--- src/rtl/timer_bcd_mod.sv ---
// Two-digit BCD interval timer (modulus 2..100, up/down, clear, wrap pulse, 7-segment drive).
// Optional pause debounce filter enabled by defining TIMER_PAUSE_DEBOUNCE_EN.
module timer_bcd_mod #(
    parameter int unsigned CLK_DIV      = 12000000,
    parameter int unsigned MODULO       = 60,
    parameter int unsigned DEBOUNCE_CYC = 240000
) (
    input  logic       clk_in,
    input  logic       rst_n_in,
    input  logic       pause,
    input  logic       clr,
    input  logic       down,
    output logic       running,
    output logic       wrap,
    output logic [7:0] count_bcd,
    output logic [8:0] segment_led_1,
    output logic [8:0] segment_led_2
);

    localparam int unsigned      PRE_W    = (CLK_DIV > 1) ? $clog2(CLK_DIV) : 1;
    localparam logic [PRE_W-1:0] PRE_MAX  = PRE_W'(CLK_DIV - 1);
    localparam logic [3:0]       MAX_TENS = 4'((MODULO - 1) / 10);
    localparam logic [3:0]       MAX_ONES = 4'((MODULO - 1) % 10);
    localparam logic [8:0]       SEG_RST  = 9'h03F;

    if (CLK_DIV < 1) begin : g_bad_clk_div
        $error("timer_bcd_mod: CLK_DIV must be at least 1");
    end
    if (MODULO < 2 || MODULO > 100) begin : g_bad_modulo
        $error("timer_bcd_mod: MODULO must lie in 2..100");
    end
    if (DEBOUNCE_CYC < 1) begin : g_bad_debounce
        $error("timer_bcd_mod: DEBOUNCE_CYC must be at least 1");
    end

    logic             sync1_q, sync1_d, sync2_q, sync2_d;
    logic             prev_q, prev_d, run_q, run_d, wrap_q, wrap_d;
    logic [PRE_W-1:0] presc_q, presc_d;
    logic [3:0]       tens_q, tens_d, ones_q, ones_d;
    logic [8:0]       seg1_q, seg1_d, seg2_q, seg2_d;
    logic             pause_lvl;
    logic             tick;

    function automatic logic [6:0] seg7(input logic [3:0] d);
        case (d)
            4'd0:    seg7 = 7'h3F;
            4'd1:    seg7 = 7'h06;
            4'd2:    seg7 = 7'h5B;
            4'd3:    seg7 = 7'h4F;
            4'd4:    seg7 = 7'h66;
            4'd5:    seg7 = 7'h6D;
            4'd6:    seg7 = 7'h7D;
            4'd7:    seg7 = 7'h07;
            4'd8:    seg7 = 7'h7F;
            4'd9:    seg7 = 7'h6F;
            default: seg7 = 7'h00;
        endcase
    endfunction

`ifdef TIMER_PAUSE_DEBOUNCE_EN
    localparam int unsigned      DEB_W   = (DEBOUNCE_CYC > 1) ? $clog2(DEBOUNCE_CYC) : 1;
    localparam logic [DEB_W-1:0] DEB_MAX = DEB_W'(DEBOUNCE_CYC - 1);

    logic             filt_q, filt_d;
    logic [DEB_W-1:0] deb_cnt_q, deb_cnt_d;

    // Filtered level follows the synchronized input only after a full stable run.
    always_comb begin
        filt_d    = filt_q;
        deb_cnt_d = '0;
        if (sync2_q != filt_q) begin
            if (deb_cnt_q == DEB_MAX) begin
                filt_d = sync2_q;
            end else begin
                deb_cnt_d = deb_cnt_q + DEB_W'(1);
            end
        end
    end

    always_ff @(posedge clk_in) begin
        if (!rst_n_in) begin
            filt_q    <= 1'b0;
            deb_cnt_q <= '0;
        end else begin
            filt_q    <= filt_d;
            deb_cnt_q <= deb_cnt_d;
        end
    end

    assign pause_lvl = filt_q;
`else
    assign pause_lvl = sync2_q;
`endif

    assign tick = run_q && (presc_q == PRE_MAX);

    always_comb begin
        sync1_d = pause;
        sync2_d = sync1_q;
        prev_d  = pause_lvl;
        run_d   = run_q;
        wrap_d  = 1'b0;
        presc_d = presc_q;
        tens_d  = tens_q;
        ones_d  = ones_q;
        seg1_d  = {2'b00, seg7(tens_q)};
        seg2_d  = {2'b00, seg7(ones_q)};

        if (pause_lvl && !prev_q) begin
            run_d = ~run_q;
        end

        // Clear beats a same-cycle tick; the prescaler only advances while running.
        if (clr) begin
            presc_d = '0;
            tens_d  = 4'd0;
            ones_d  = 4'd0;
        end else if (tick) begin
            presc_d = '0;
            if (!down) begin
                if (tens_q == MAX_TENS && ones_q == MAX_ONES) begin
                    tens_d = 4'd0;
                    ones_d = 4'd0;
                    wrap_d = 1'b1;
                end else if (ones_q == 4'd9) begin
                    ones_d = 4'd0;
                    tens_d = tens_q + 4'd1;
                end else begin
                    ones_d = ones_q + 4'd1;
                end
            end else begin
                if (tens_q == 4'd0 && ones_q == 4'd0) begin
                    tens_d = MAX_TENS;
                    ones_d = MAX_ONES;
                    wrap_d = 1'b1;
                end else if (ones_q == 4'd0) begin
                    ones_d = 4'd9;
                    tens_d = tens_q - 4'd1;
                end else begin
                    ones_d = ones_q - 4'd1;
                end
            end
        end else if (run_q) begin
            presc_d = presc_q + PRE_W'(1);
        end
    end

    always_ff @(posedge clk_in) begin
        if (!rst_n_in) begin
            sync1_q <= 1'b0;
            sync2_q <= 1'b0;
            prev_q  <= 1'b0;
            run_q   <= 1'b1;
            wrap_q  <= 1'b0;
            presc_q <= '0;
            tens_q  <= 4'd0;
            ones_q  <= 4'd0;
            seg1_q  <= SEG_RST;
            seg2_q  <= SEG_RST;
        end else begin
            sync1_q <= sync1_d;
            sync2_q <= sync2_d;
            prev_q  <= prev_d;
            run_q   <= run_d;
            wrap_q  <= wrap_d;
            presc_q <= presc_d;
            tens_q  <= tens_d;
            ones_q  <= ones_d;
            seg1_q  <= seg1_d;
            seg2_q  <= seg2_d;
        end
    end

    assign running       = run_q;
    assign wrap          = wrap_q;
    assign count_bcd     = {tens_q, ones_q};
    assign segment_led_1 = seg1_q;
    assign segment_led_2 = seg2_q;

endmodule

--- config.mk ---
export PLATFORM = sky130hd
export DESIGN_NAME = timer_bcd_mod
export DESIGN_NICKNAME = d
export VERILOG_FILES = /design/src/rtl/timer_bcd_mod.sv
export SDC_FILE = /design/constraint.sdc
export NUM_CORES = 1
export LEC_CHECK = 0
export CORE_MARGIN = 2
export CORE_UTILIZATION = 50
export CTS_CLUSTER_SIZE = 10
export DETAILED_ROUTE_END_ITERATION = 7
export DONT_BUFFER_PORTS = 1
export PLACE_DENSITY = 0.66
export SYNTH_ARGS = -nofsm -noshare
export SYNTH_HDL_FRONTEND = slang
export SYNTH_SLANG_ARGS = --single-unit
--- constraint.sdc ---
create_clock -name clk_in -period 1.9 [get_ports clk_in]
set_input_delay 0.38 -clock clk_in [delete_from_list [all_inputs] [get_ports clk_in]]
set_output_delay 0.38 -clock clk_in [all_outputs]
set_load 0.02 [all_outputs]
==> flow_metrics.py, run 1 <==
metrics = {
    "status": {
        "status": "finished, final reports clean",
    },
    "sta": {
        "clock_skew_ps": 10.6,
        "finalHoldViolations": 0,
        "fin_ws_ps": 114,
        "setup_viol": 0,
        "finalSetupTns_ps": 0,
        "rsz0062_at_grt": "false",
        "period_needed_ps": 1790,
        "maxSlewViolCount": 0,
        "fmax_mhz": 560,
        "period_share_pct": 94.0,
    },
    "cts": {
        "clock-sinks": 51,
        "clock_latency_ps": 300,
        "cts_buffer_depth": 2,
        "h-tree-depth": 2,
        "cts.clk_slew.worst_paths_ps": 100,
        "cts_made_buffers": 5,
        "cts_tree": "done",
        "post-cts-setup-buffer-count": 0,
        "root_buffer": "clkbuf_8",
    },
    "synth": {
        "synthCells": 324,
        "ys_types": 58,
        "yosysWarnings": 0,
        "synth.area.top_cells": "dfxtp_1 (36%), ha_1 (7.5%), a21oi_1 (3.7%)",
        "seq_area_frac_synth_pct": 36.2,
        "avgSynthCellArea_um2": 8.70,
        "yosys.area.top_type": "dfxtp_1",
        "synth_top_area_share_pct": 36.2,
        "synth-seq-cells": 51,
        "synthArstFlopShare_pct": 0,
        "synth_flop_cell": "dfxtp_1",
        "synth_edf_count": 0,
        "synth_most_common_cell": "dfxtp_1",
        "synth_area_um2": 2820,
        "synth_commonest_cells": "dfxtp_1 (51), nand2_1 (24), nor2_1 (22), a21oi_1 (21), o21ai_0 (21)",
    },
    "power_and_ir_drop": {
        "p_seq_share_pct": 56.6,
        "p_sw_uw": 415,
        "ir_drop_mv": 0.426,
        "p_per_area_nw_per_um2": 607,
        "p_leak_uw": 0.00116,
        "comb_power_share_pct": 3.3,
        "p_clk_share_pct": 40.1,
        "power_uw": 1910,
        "p_int_uw": 1490,
        "switching_share_pct": 21.8,
    },
    "placed_design": {
        "place_congestion": 0.811,
        "place_ws_ps": 100,
        "portBuffers": 0,
        "hpwl_um": 4360,
    },
    "critical_path": {
        "cp_top_family": "simple AND/OR/NAND/NOR gates",
        "required_ps": 2120,
        "rrSetupSlack_ps": 110,
        "startpoint_type": "flop",
        "slowest_stage": "or4b_2",
        "ff2ff_path_depth": 4,
        "cp_max_fo": 7,
        "cpPeakStageDelay_ps": 700,
        "crit_arrival_ps": 2000,
        "r2r_start": "tens_q[0]",
        "crit_buf_inv": 0,
        "crit_top_cell": "a311oi_1",
        "crit_chain": "or4b_2, a311oi_1, a311oi_1, a211oi_1",
        "crit_path_end_kind": "flop",
        "path_class": "reg -> reg",
        "rr_endpoint": "tens_q[3]",
    },
    "cells_and_area": {
        "area_growth_pct": 11.4,
        "fin_util_pct": 57.4,
        "nNetsFinal": 361,
        "drive_gt1_share_pct": 13.8,
        "diodes": 0,
    },
    "drt": {
        "firstDrtPassIters": 4,
        "wl_per_cell_um": 14.6,
        "drtIter0Drc": 111,
        "ant_nets": 0,
        "via_count": 2396,
        "drc_errors": 0,
        "avgViaCountPerCell": 5.82,
        "drt_wl_total_um": 6030,
    },
    "grt": {
        "grt_pass1_vias": 2261,
        "grt_max_degree": 21,
        "track_usage_pct": 20.8,
        "grt_pass1_wl_um": 10700,
        "antenna_found_initial": 0,
        "overflow": 0,
    },
    "die": {
        "die_h_um": 79.1,
        "num_rows": 27,
        "core_um2": 5470,
        "start_util_pct": 51.5,
        "die_w_um": 79.1,
        "dieArea_um2": 6260,
        "pin_count": 33,
    },
    "hold_path": {
        "holdPathEnd": "segment_led_2[1]",
        "holdPathStages": 1,
        "hold_path_startpoint": "rst_n_in",
        "hp-class": "in -> reg",
    },
    "run": {
        "maxCapViolCount": 0,
    },
}
-- how the worst max path moves through the flow --
stage,end,slack (ps),cells past startpoint,startpoint
finish,tens_q[3],110,4,tens_q[0]
global route,presc_q[22],5,5,presc_q[0]
CTS,tens_q[0],90,4,presc_q[10]
detailed placement,tens_q[0],100,4,presc_q[10]
global placement,tens_q[3],130,4,tens_q[0]
floorplan,tens_q[2],70,6,ones_q[1]
-- per-layer routing --
| layer | share of wire, % | vias to the layer above | track usage [%] | wire length (µm) |
|---|---|---|---|---|
| met5 | 0 | - | 0 | 0 |
| met4 | 1.1 | 0 | 5.52 | 65 |
| met3 | 3.8 | 6 | 4.09 | 226 |
| met2 | 46 | 40 | 34.2 | 2800 |
| met1 | 49 | 1131 | 27.9 | 2930 |
| li1 | - | 1219 | - | - |
-- power by group through the flow --
stage	sequential (µW)	clock, µW	combinational, µW
3_5_place_dp	1100	0	62.4
2_1_floorplan	1100	0	58.6
4_1_cts	1080	777	63.2
6_report	1080	765	63.7
5_1_grt	1080	830	70.3
3_3_place_gp	1100	0	62.3
-- cell usage in the layout, fill, tap and decap left out, drive strengths merged, types with 4 or more instances in the layout --
| cell | count |
|---|---|
| dfxtp | 51 |
| buf | 26 |
| nand2 | 24 |
| nor2 | 22 |
| o21ai | 21 |
| a21oi | 21 |
| ha | 17 |
| nand4 | 13 |
| inv | 12 |
| o31ai | 8 |
| xor2 | 8 |
| a211oi | 7 |
| or4 | 7 |
| and3 | 7 |
| and4 | 6 |
| nor2b | 6 |
| a31oi | 6 |
| nand3 | 6 |
| xnor2 | 5 |
| and2 | 5 |
| clkbuf | 5 |
| o211ai | 4 |
| or3 | 4 |
| conb | 4 |
-- worst register-to-register path: cells and delay by family, from the launching register on --
family,cells,cell delay (ps)
DFF,1,380
AOI/OAI and AO/OA,3,610
and+or+nand+nor,1,700
-- flip-flops by register name (all words and copies together) (netlist names) --
name	cells
wrap	1
sync1_q	1
segment_led_2	7
running	1
tens_q	4
segment_led_1	7
presc_q	24
ones_q	4
pause_lvl	1
prev_q	1
-- cell type report --
class | count | area (µm²)
fillers | 547 | 2330
multi-input cells | 243 | 1660
flip-flops and latches | 51 | 1020
repair buffers | 26 | 208
well taps | 72 | 90.1
clock buffers | 5 | 68.8
inverters | 12 | 45.0
clock inverters | 3 | 43.8
-- stage by stage --
| step | cells | hold WS, ps | area (µm²) |
|---|---|---|---|
| after floorplan | 327 | 412 | 2830 |
| after global placement | 404 | 413 | 3020 |
| after detailed placement | 404 | 432 | 3020 |
| after CTS | 412 | 128 | 3130 |
| after global routing | 412 | 125 | 3140 |
| final | 412 | 135 | 3140 |
-- logic make-up (layout without fill, tap and decap cells) --
kind of cell               Yosys count  after routing  synth area share, %
DFF                                 51             51                 36.2
other                                1              4                0.133
muxes                                3              3                 1.06
AOI/OAI and AO/OA                   85             85                 19.2
adders and majority gates           17             17                 7.54
and+or+nand+nor                    121            121                 26.4
buffers and inverters               33             46                 5.41
xor gates and xnor gates            13             13                 4.04
-- repair_timing --
item / in CTS / in global routing
gates resized for setup: 0 / 2
hold endpoints to repair: 0 / 0
hold buffers: 0 / 0
setup endpoints to repair: 0 / 4
No activity file was read; power rests on OpenSTA's default activity.
==> inputs of run 2 (changes only) <==
--- a/config.mk
+++ b/config.mk
@@ -9,8 +9,7 @@
 export CORE_UTILIZATION = 50
 export CTS_CLUSTER_SIZE = 10
 export DETAILED_ROUTE_END_ITERATION = 7
-export DONT_BUFFER_PORTS = 1
-export PLACE_DENSITY = 0.66
+export PLACE_DENSITY = 0.74
 export SYNTH_ARGS = -nofsm -noshare
 export SYNTH_HDL_FRONTEND = slang
 export SYNTH_SLANG_ARGS = --single-unit
==> run 2 against run 1 <==
Routed wire length up 7.6%; via count up 6.7%; combinational power rose by 44%; flip-flop and latch count stayed put; non-clock buffer count is 33 higher; critical path type is now in -> reg; critical endpoint unchanged.
==> flow_metrics.py, run 2 (synthesis gave the netlist of run 1 again) <==
metrics = {
    "status": {
        "status": "finished, final reports clean",
    },
    "critical_path": {
        "r2r_start": "presc_q[0]",
        "crit_buf_inv": 1,
        "slowest_stage": "or4b_2",
        "required_ps": 2120,
        "crit_chain": "clkdlybuf4s50_1, or4b_2, a311oi_2, a311oi_1, a211oi_1",
        "setup.worst_path.start": "down",
        "cp_max_fo": 2,
        "crit_arrival_ps": 2070,
        "cpPeakStageDelay_ps": 630,
        "startpoint_type": "primary input",
        "crit_path_end_kind": "flop",
        "cp_top_family": "simple AND/OR/NAND/NOR gates",
        "path_class": "in -> reg",
    },
    "cts": {
        "clock_latency_ps": 300,
        "h-tree-depth": 2,
        "cts_tree": "done",
        "cts_made_buffers": 5,
        "cts_buffer_depth": 2,
        "root_buffer": "clkbuf_8",
        "post-cts-setup-buffer-count": 0,
        "cts.clk_slew.worst_paths_ps": 100,
        "clock-sinks": 51,
    },
    "sta": {
        "clock_skew_ps": 9.08,
        "fmax_mhz": 540,
        "period_needed_ps": 1850,
        "setup_viol": 0,
        "rsz0062_at_grt": "true",
        "maxSlewViolCount": 0,
        "finalHoldViolations": 0,
        "period_share_pct": 97.4,
    },
    "cells_and_area": {
        "final_common_cell": "dfxtp_1",
        "regMostFlops": "presc_q",
        "multi_input_area_um2": 1670,
        "fillCellCount": 491,
        "finish.instance_area_um2": 3470,
        "diodes": 0,
        "area_growth_pct": 23.0,
        "seq_area_um2": 1020,
        "nNetsFinal": 394,
        "drive_gt1_share_pct": 15.5,
        "layout_common_cells": "dfxtp_1 (48), buf_4 (30), clkdlybuf4s50_1 (28)",
        "largest_reg_flops": 24,
    },
    "power_and_ir_drop": {
        "power_uw": 1940,
        "ir_drop_mv": 0.310,
        "p_leak_uw": 0.00129,
        "p_per_area_nw_per_um2": 559,
    },
    "drt": {
        "via_count": 2556,
        "drtIter0Drc": 252,
        "ant_nets": 0,
        "drt_wl_total_um": 6480,
        "avgViaCountPerCell": 5.74,
        "wl_per_cell_um": 14.6,
        "drc_errors": 0,
        "firstDrtPassIters": 4,
    },
    "die": {
        "core_um2": 5470,
        "dieArea_um2": 6260,
        "die_h_um": 79.1,
        "die_w_um": 79.1,
        "pin_count": 33,
        "num_rows": 27,
        "start_util_pct": 51.5,
    },
    "placed_design": {
        "hpwl_um": 4600,
        "portBuffers": 28,
        "place_area_um2": 3340,
        "place_congestion": 0.842,
    },
    "hold_path": {
        "hold_path_startpoint": "sync1_q",
        "hp-class": "reg -> reg",
    },
    "grt": {
        "grt_pass1_wl_um": 11100,
        "grt_pass1_vias": 2411,
        "antenna_found_initial": 0,
        "grt_max_degree": 21,
        "track_usage_pct": 22.0,
        "overflow": 0,
    },
    "run": {
        "maxCapViolCount": 0,
    },
}
run 2: cell count changes in the layout (fill, tap and decap cells not counted), moves of 2 or more:
cell,change
clkdlybuf4s50_1,+28
buf_4,+5
dfxtp_1,-3
and4_2,+2
o311ai_0,-2
o311ai_1,+2
and4_1,-2
dfxtp_2,+3
run 2: stage by stage:
| stage | TNS, ps | instances | worst slack [ps] | hold WS (ps) | util (%) |
|---|---|---|---|---|---|
| 2_1_floorplan | 0 | 327 | 72.4 | 412 | - |
| 3_3_place_gp | -561 | 437 | -181 | 420 | 61.0 |
| 3_5_place_dp | -758 | 437 | -262 | 430 | 61.0 |
| 4_1_cts | 0 | 445 | 51.8 | 455 | 63.1 |
| 5_1_grt | -51.1 | 445 | -42.3 | 487 | 63.4 |
| 6_report | 0 | 445 | 49.6 | 448 | 63.4 |
run 2: area by class of cell:
type | instances | area share, %
clock buffers | 5 | 1.98
inverters | 12 | 1.30
repair buffers | 59 | 15.1
clock inverters | 3 | 1.26
well taps | 72 | 2.60
flip-flops and latches | 51 | 29.5
multi-input cells | 243 | 48.2
run 2: worst paths after layout:
check,end,slack (ps),cells past startpoint
setup reg to reg,tens_q[0],90,5
setup / recovery,tens_q[3],50,5
hold / removal,pause_lvl,450,1
hold reg to reg,pause_lvl,450,1
run 2: power breakdown:
| part | internal (µW) | switching, µW | total [µW] |
|---|---|---|---|
| clock network | 393 | 374 | 767 |
| registers | 1070 | 4.89 | 1080 |
| logic | 41.0 | 50.7 | 91.7 |
| total | 1510 | 430 | 1940 |
run 2: per-layer routing:
metal / share of wire [%] / routed length [µm] / track usage, %
met4: 1.4 / 94 / 6.03
met2: 49 / 3200 / 38.5
met3: 3.7 / 240 / 3.86
met1: 45 / 2950 / 27.8
met5: 0 / 0 / 0
run 2: what timing repair did:
action | 4_1_cts | 5_1_grt
hold endpoints to repair | 0 | 0
hold buffers | 0 | 0
endpoints found under the setup margin | 3 | 25
resized for setup | 3 | 7
==> inputs of run 3 (changes only) <==
--- a/config.mk
+++ b/config.mk
@@ -6,10 +6,11 @@
 export NUM_CORES = 1
 export LEC_CHECK = 0
 export CORE_MARGIN = 2
-export CORE_UTILIZATION = 50
+export CORE_UTILIZATION = 47
 export CTS_CLUSTER_SIZE = 10
 export DETAILED_ROUTE_END_ITERATION = 7
-export PLACE_DENSITY = 0.74
+export GPL_TIMING_DRIVEN = 0
+export PLACE_DENSITY = 0.7
 export SYNTH_ARGS = -nofsm -noshare
 export SYNTH_HDL_FRONTEND = slang
 export SYNTH_SLANG_ARGS = --single-unit
==> run 3 against run 2 <==
Sequential share of layout area is 0.84 points higher; first-iteration DRC count shrank 52%; clock power decreased by 12%; maximum frequency increased by 1.5%; clock skew shrank 3.3 ps; final cell count shrank 1.6%; utilization decreased by 5.5 points; largest power group unchanged; highest routed layer unchanged.
==> flow_metrics.py, run 3 (synthesis gave the netlist of run 1 again) <==
metrics = {
    "drt": {
        "ant_nets": 0,
        "drt_wl_total_um": 6210,
        "drtIter0Drc": 121,
        "avgViaCountPerCell": 5.79,
        "via_count": 2538,
        "drc_errors": 0,
        "firstDrtPassIters": 4,
        "wl_per_cell_um": 14.2,
    },
    "cells_and_area": {
        "final_common_cell": "dfxtp_1",
        "drive_gt1_share_pct": 14.3,
        "nNetsFinal": 384,
        "fillCellCount": 507,
        "layout_common_cells": "dfxtp_1 (47), clkdlybuf4s50_1 (27), nand2_1 (24)",
        "diodes": 0,
        "area_growth_pct": 20.1,
        "regMostFlops": "presc_q",
        "seq_area_um2": 1030,
        "largest_reg_flops": 24,
        "multi_input_area_um2": 1710,
    },
    "grt": {
        "track_usage_pct": 19.7,
        "overflow": 0,
        "grt_pass1_vias": 2237,
        "grt_pass1_wl_um": 10300,
        "antenna_found_initial": 0,
        "grt_max_degree": 19,
    },
    "cts": {
        "clock_latency_ps": 310,
        "h-tree-depth": 2,
        "cts.clk_slew.worst_paths_ps": 100,
        "clock-sinks": 51,
        "cts_buffer_depth": 2,
        "cts_tree": "done",
        "cts_made_buffers": 5,
        "root_buffer": "clkbuf_8",
    },
    "critical_path": {
        "slowest_stage": "clkdlybuf4s50_1",
        "crit_arrival_ps": 1440,
        "crit_buf_inv": 1,
        "cp_max_fo": 12,
        "startpoint_type": "flop",
        "cpPeakStageDelay_ps": 650,
        "cp_top_family": "buffers and inverters",
        "required_ps": 1520,
        "crit_path_end_kind": "primary output",
        "crit_chain": "clkdlybuf4s50_1",
        "path_class": "reg -> out",
    },
    "sta": {
        "finalSetupTns_ps": 0,
        "period_share_pct": 96.0,
        "finalHoldViolations": 0,
        "maxSlewViolCount": 0,
        "hold_slack_ps": 453,
        "relSlewSlack_pct": 66.6,
        "worst-slew-pin-transition_ps": 500,
        "period_needed_ps": 1820,
        "setup_viol": 0,
        "rsz0062_at_grt": "false",
        "fmax_mhz": 548,
        "clock_skew_ps": 5.82,
    },
    "run": {
        "maxCapViolCount": 0,
    },
    "hold_path": {
        "hp-class": "reg -> reg",
    },
    "die": {
        "die_h_um": 81.5,
        "core_um2": 5850,
        "num_rows": 28,
        "start_util_pct": 48.2,
        "pin_count": 33,
        "die_w_um": 81.5,
        "dieArea_um2": 6640,
    },
    "placed_design": {
        "hpwl_um": 4300,
        "portBuffers": 28,
        "place_congestion": 0.811,
    },
    "power_and_ir_drop": {
        "p_leak_uw": 0.00123,
        "p_per_area_nw_per_um2": 544,
        "ir_drop_mv": 0.401,
    },
    "status": {
        "status": "finished, final reports clean",
    },
}
run 3: changes by cell type in the layout (fill, tap and decap cells not counted), sizes merged:
cell | before | now
buf | 31 | 10
bufinv | 1 | 0
clkbuf | 5 | 16
clkdlybuf4s50 | 28 | 27
clkinv | 2 | 1
clkinvlp | 0 | 1
dlygate4sd2 | 0 | 1
inv | 12 | 13
run 3: timing repair:
item | CTS | global route
gates resized for setup | 10 | 20
hold buffers | 0 | 0
buffers inserted | 0 | 2
pin swaps | 0 | 1
endpoints found under the hold margin | 0 | 0
cloned | 0 | 0
setup endpoints to repair | 10 | 27
run 3: cell type report:
cell class	count	share of cell area, %
clock inverters	3	0.776
clock buffers	5	2.03
flip-flops and latches	51	30.4
inverters	12	1.44
repair buffers	30	8.68
plain buffers	19	3.33
multi-input cells	243	50.6
well taps	75	2.77
run 3: path summary, 6_finish.rpt:
check	startpoint	endpoint	slack (ps)	cells past startpoint
min	sync1_q	pause_lvl	450	1
max reg2reg	presc_q[0]	ones_q[3]	90	5
max	tens_q[1]	count_bcd[5]	80	1
min reg2reg	sync1_q	pause_lvl	450	1
run 3: per-layer routing:
metal / track usage, % / vias up / share of wire [%]
li1: - / 1273 / -
met1: 25.8 / 1203 / 47
met2: 33.1 / 55 / 48
met3: 3.52 / 7 / 3.6
met4: 5.76 / 0 / 0.84
met5: 0 / - / 0
run 3: report_power, final:
part,switching (µW),internal (µW)
registers,3.64,1070
logic,52.7,37.4
clock network,404,272
run 3: through the flow:
stage               power [µW]  instance area [µm²]  util (%)  instances  setup WS [ps]
finish                    1840                 3390      57.9        438           76.0
floorplan                 1160                 2830         -        327           72.4
global route              1910                 3390      57.9        438           1.67
global placement          1190                 3210      54.8        430           -414
CTS                       1850                 3330      56.8        438           13.6
detailed placement        1190                 3210      54.8        430           -431
==> variant, RTL diff (flow settings as in run 1) <==
`CLK_DIV`: 12000000 -> 48000000.
--- a/src/rtl/timer_bcd_mod.sv
+++ b/src/rtl/timer_bcd_mod.sv
@@ -1,7 +1,7 @@
 // Two-digit BCD interval timer (modulus 2..100, up/down, clear, wrap pulse, 7-segment drive).
 // Optional pause debounce filter enabled by defining TIMER_PAUSE_DEBOUNCE_EN.
 module timer_bcd_mod #(
-    parameter int unsigned CLK_DIV      = 12000000,
+    parameter int unsigned CLK_DIV      = 48000000,
     parameter int unsigned MODULO       = 60,
     parameter int unsigned DEBOUNCE_CYC = 240000
 ) (
Function: same outputs for any inputs over 10 cycles, from zero or initial values and one cycle with rst_n_in low; that may be too few to reach the edited logic, so the function may still have changed.
==> variant against run 1 <==
Largest power group unchanged; worst setup slack worse by 99 ps; synthesized area decreased by 2.2%; cell area fell by 1.8%; sequential cell count up 2; routed wire length is 14% lower; highest routed layer unchanged; sequential power is 4% higher; critical endpoint is now tens_q[2]; non-clock buffer count grew 3; critical path depth increased by 1; total power down 6.8%.
==> variant: results <==
metrics = {
    "route": {
        "vias": 2120,
        "drtIter0Drc": 110,
        "finalWirelength_um": 5210,
        "first_pass_iters": 4,
    },
    "cells_and_area": {
        "top_register": "presc_q",
        "largest_register_ffs": 26,
        "finalNetCount": 351,
        "diodes": 0,
        "drive_above_1_share": 0.176,
    },
    "synth": {
        "ys_seq_area_frac": 0.385,
        "synth_compound_area_frac": 0.129,
        "synthTopCellsByCount": "53 x dfxtp_1, 42 x nor2_1, 21 x nand2_1",
        "synth-xor-area-share": 0.0794,
        "synth_area_leaders": "dfxtp_1 38%, ha_1 7.7%, xor2_1 6.0%, nor2_1 5.7%, o21ai_0 3.4%",
        "synthAdderAreaFrac": 0.0771,
        "muxShareOfSynthArea": 0.0109,
        "async_reset_ff_frac": 0,
        "yosysUniqueCellTypes": 61,
        "yosys_warnings": 0,
    },
    "placement": {
        "place_ws_ps": 56.7,
        "finalWeightedCongestion": 0.848,
        "hpwl_um": 3810,
        "port_buffers": 0,
    },
    "power": {
        "comb_power_w": 0.0000569,
        "p_leak_nw": 1.27,
        "powerClk_w": 0.000600,
        "vdd_drop_max_uv": 291,
        "switching_share": 0.216,
    },
    "clock_network": {
        "clk_latency_ps": 300,
        "htree_levels": 2,
        "cts_made_buffers": 5,
        "root_buffer": "clkbuf_8",
        "clk_pin_slew_worst_paths_ps": 90,
        "clockBufferDepth": 2,
    },
    "status": {
        "status": "finished clean",
    },
    "global_route": {
        "met1_usage": 0.249,
        "grt_max_degree": 26,
        "grt_pass1_vias": 1949,
        "track_usage": 0.180,
        "globalRouteMet3Util": 0.0506,
        "antenna_found_initial": 0,
        "grt_pass1_wl_um": 8930,
        "grt_use_met2": 0.277,
    },
    "setup_path": {
        "slowest_stage": "or4_4",
        "critPathMaxStageDelay_ps": 540,
        "arrival_ps": 2120,
        "cp_top_family": "simple AND/OR/NAND/NOR gates",
        "crit_fanout": 7,
    },
    "timing": {
        "fin_skew_ps": 6.33,
    },
    "hold_path": {
        "hp-class": "primary input to flip-flop",
    },
}
-- variant: kinds of logic (layout without fill, tap and decap cells) --
logic type | count (synthesis) | after routing
simple gates | 124 | 124
compound gates | 56 | 56
flops | 53 | 53
buf+inv | 28 | 47
xor+xnor | 25 | 25
fa+ha+maj | 17 | 17
mux | 3 | 3
other cells | 1 | 4
-- variant: per-stage QoR --
stage | total power, W | instance area [um2] | hold slack [ps] | util | instances
floorplan | 0.00121 | 2780 | 412 | - | 310
global placement | 0.00120 | 2960 | 413 | 0.548 | 391
detailed placement | 0.00120 | 2960 | 424 | 0.548 | 391
CTS | 0.00180 | 3040 | 125 | 0.563 | 398
global route | 0.00186 | 3080 | 121 | 0.570 | 401
finish | 0.00178 | 3080 | 137 | 0.570 | 401
-- variant: layer usage --
layer  vias to the layer above  wire (um)  part of all wire
met5                         -          0                 0
met2                        32       2310              0.44
met4                         0         50            0.0096
li1                       1092          -                 -
met3                         6        214             0.041
met1                       990       2630              0.50
-- variant: final timing paths --
| kind | from | cells after the start | to | slack [ps] |
|---|---|---|---|---|
| hold / removal | rst_n_in | 1 | segment_led_1[1] | 140 |
| setup reg to reg | presc_q[12] | 5 | tens_q[2] | 10 |
| setup / recovery | presc_q[12] | 5 | tens_q[2] | 10 |
| hold reg to reg | sync1_q | 1 | pause_lvl | 460 |
-- variant: layout make-up --
class                           instances  area, um2
Clock inverter                          1       8.76
Tap cell                               72       90.1
Fill cell                             509       2320
Multi-Input combinational cell        229       1580
Sequential cell                        53       1060
Clock buffer                            6       72.6
Inverter                               11       41.3
Timing Repair Buffer                   29        230
-- variant: what timing repair did --
| action | in CTS | in global routing |
|---|---|---|
| buffers inserted | 0 | 3 |
| gates resized for setup | 0 | 8 |
| setup endpoints to repair | 0 | 33 |
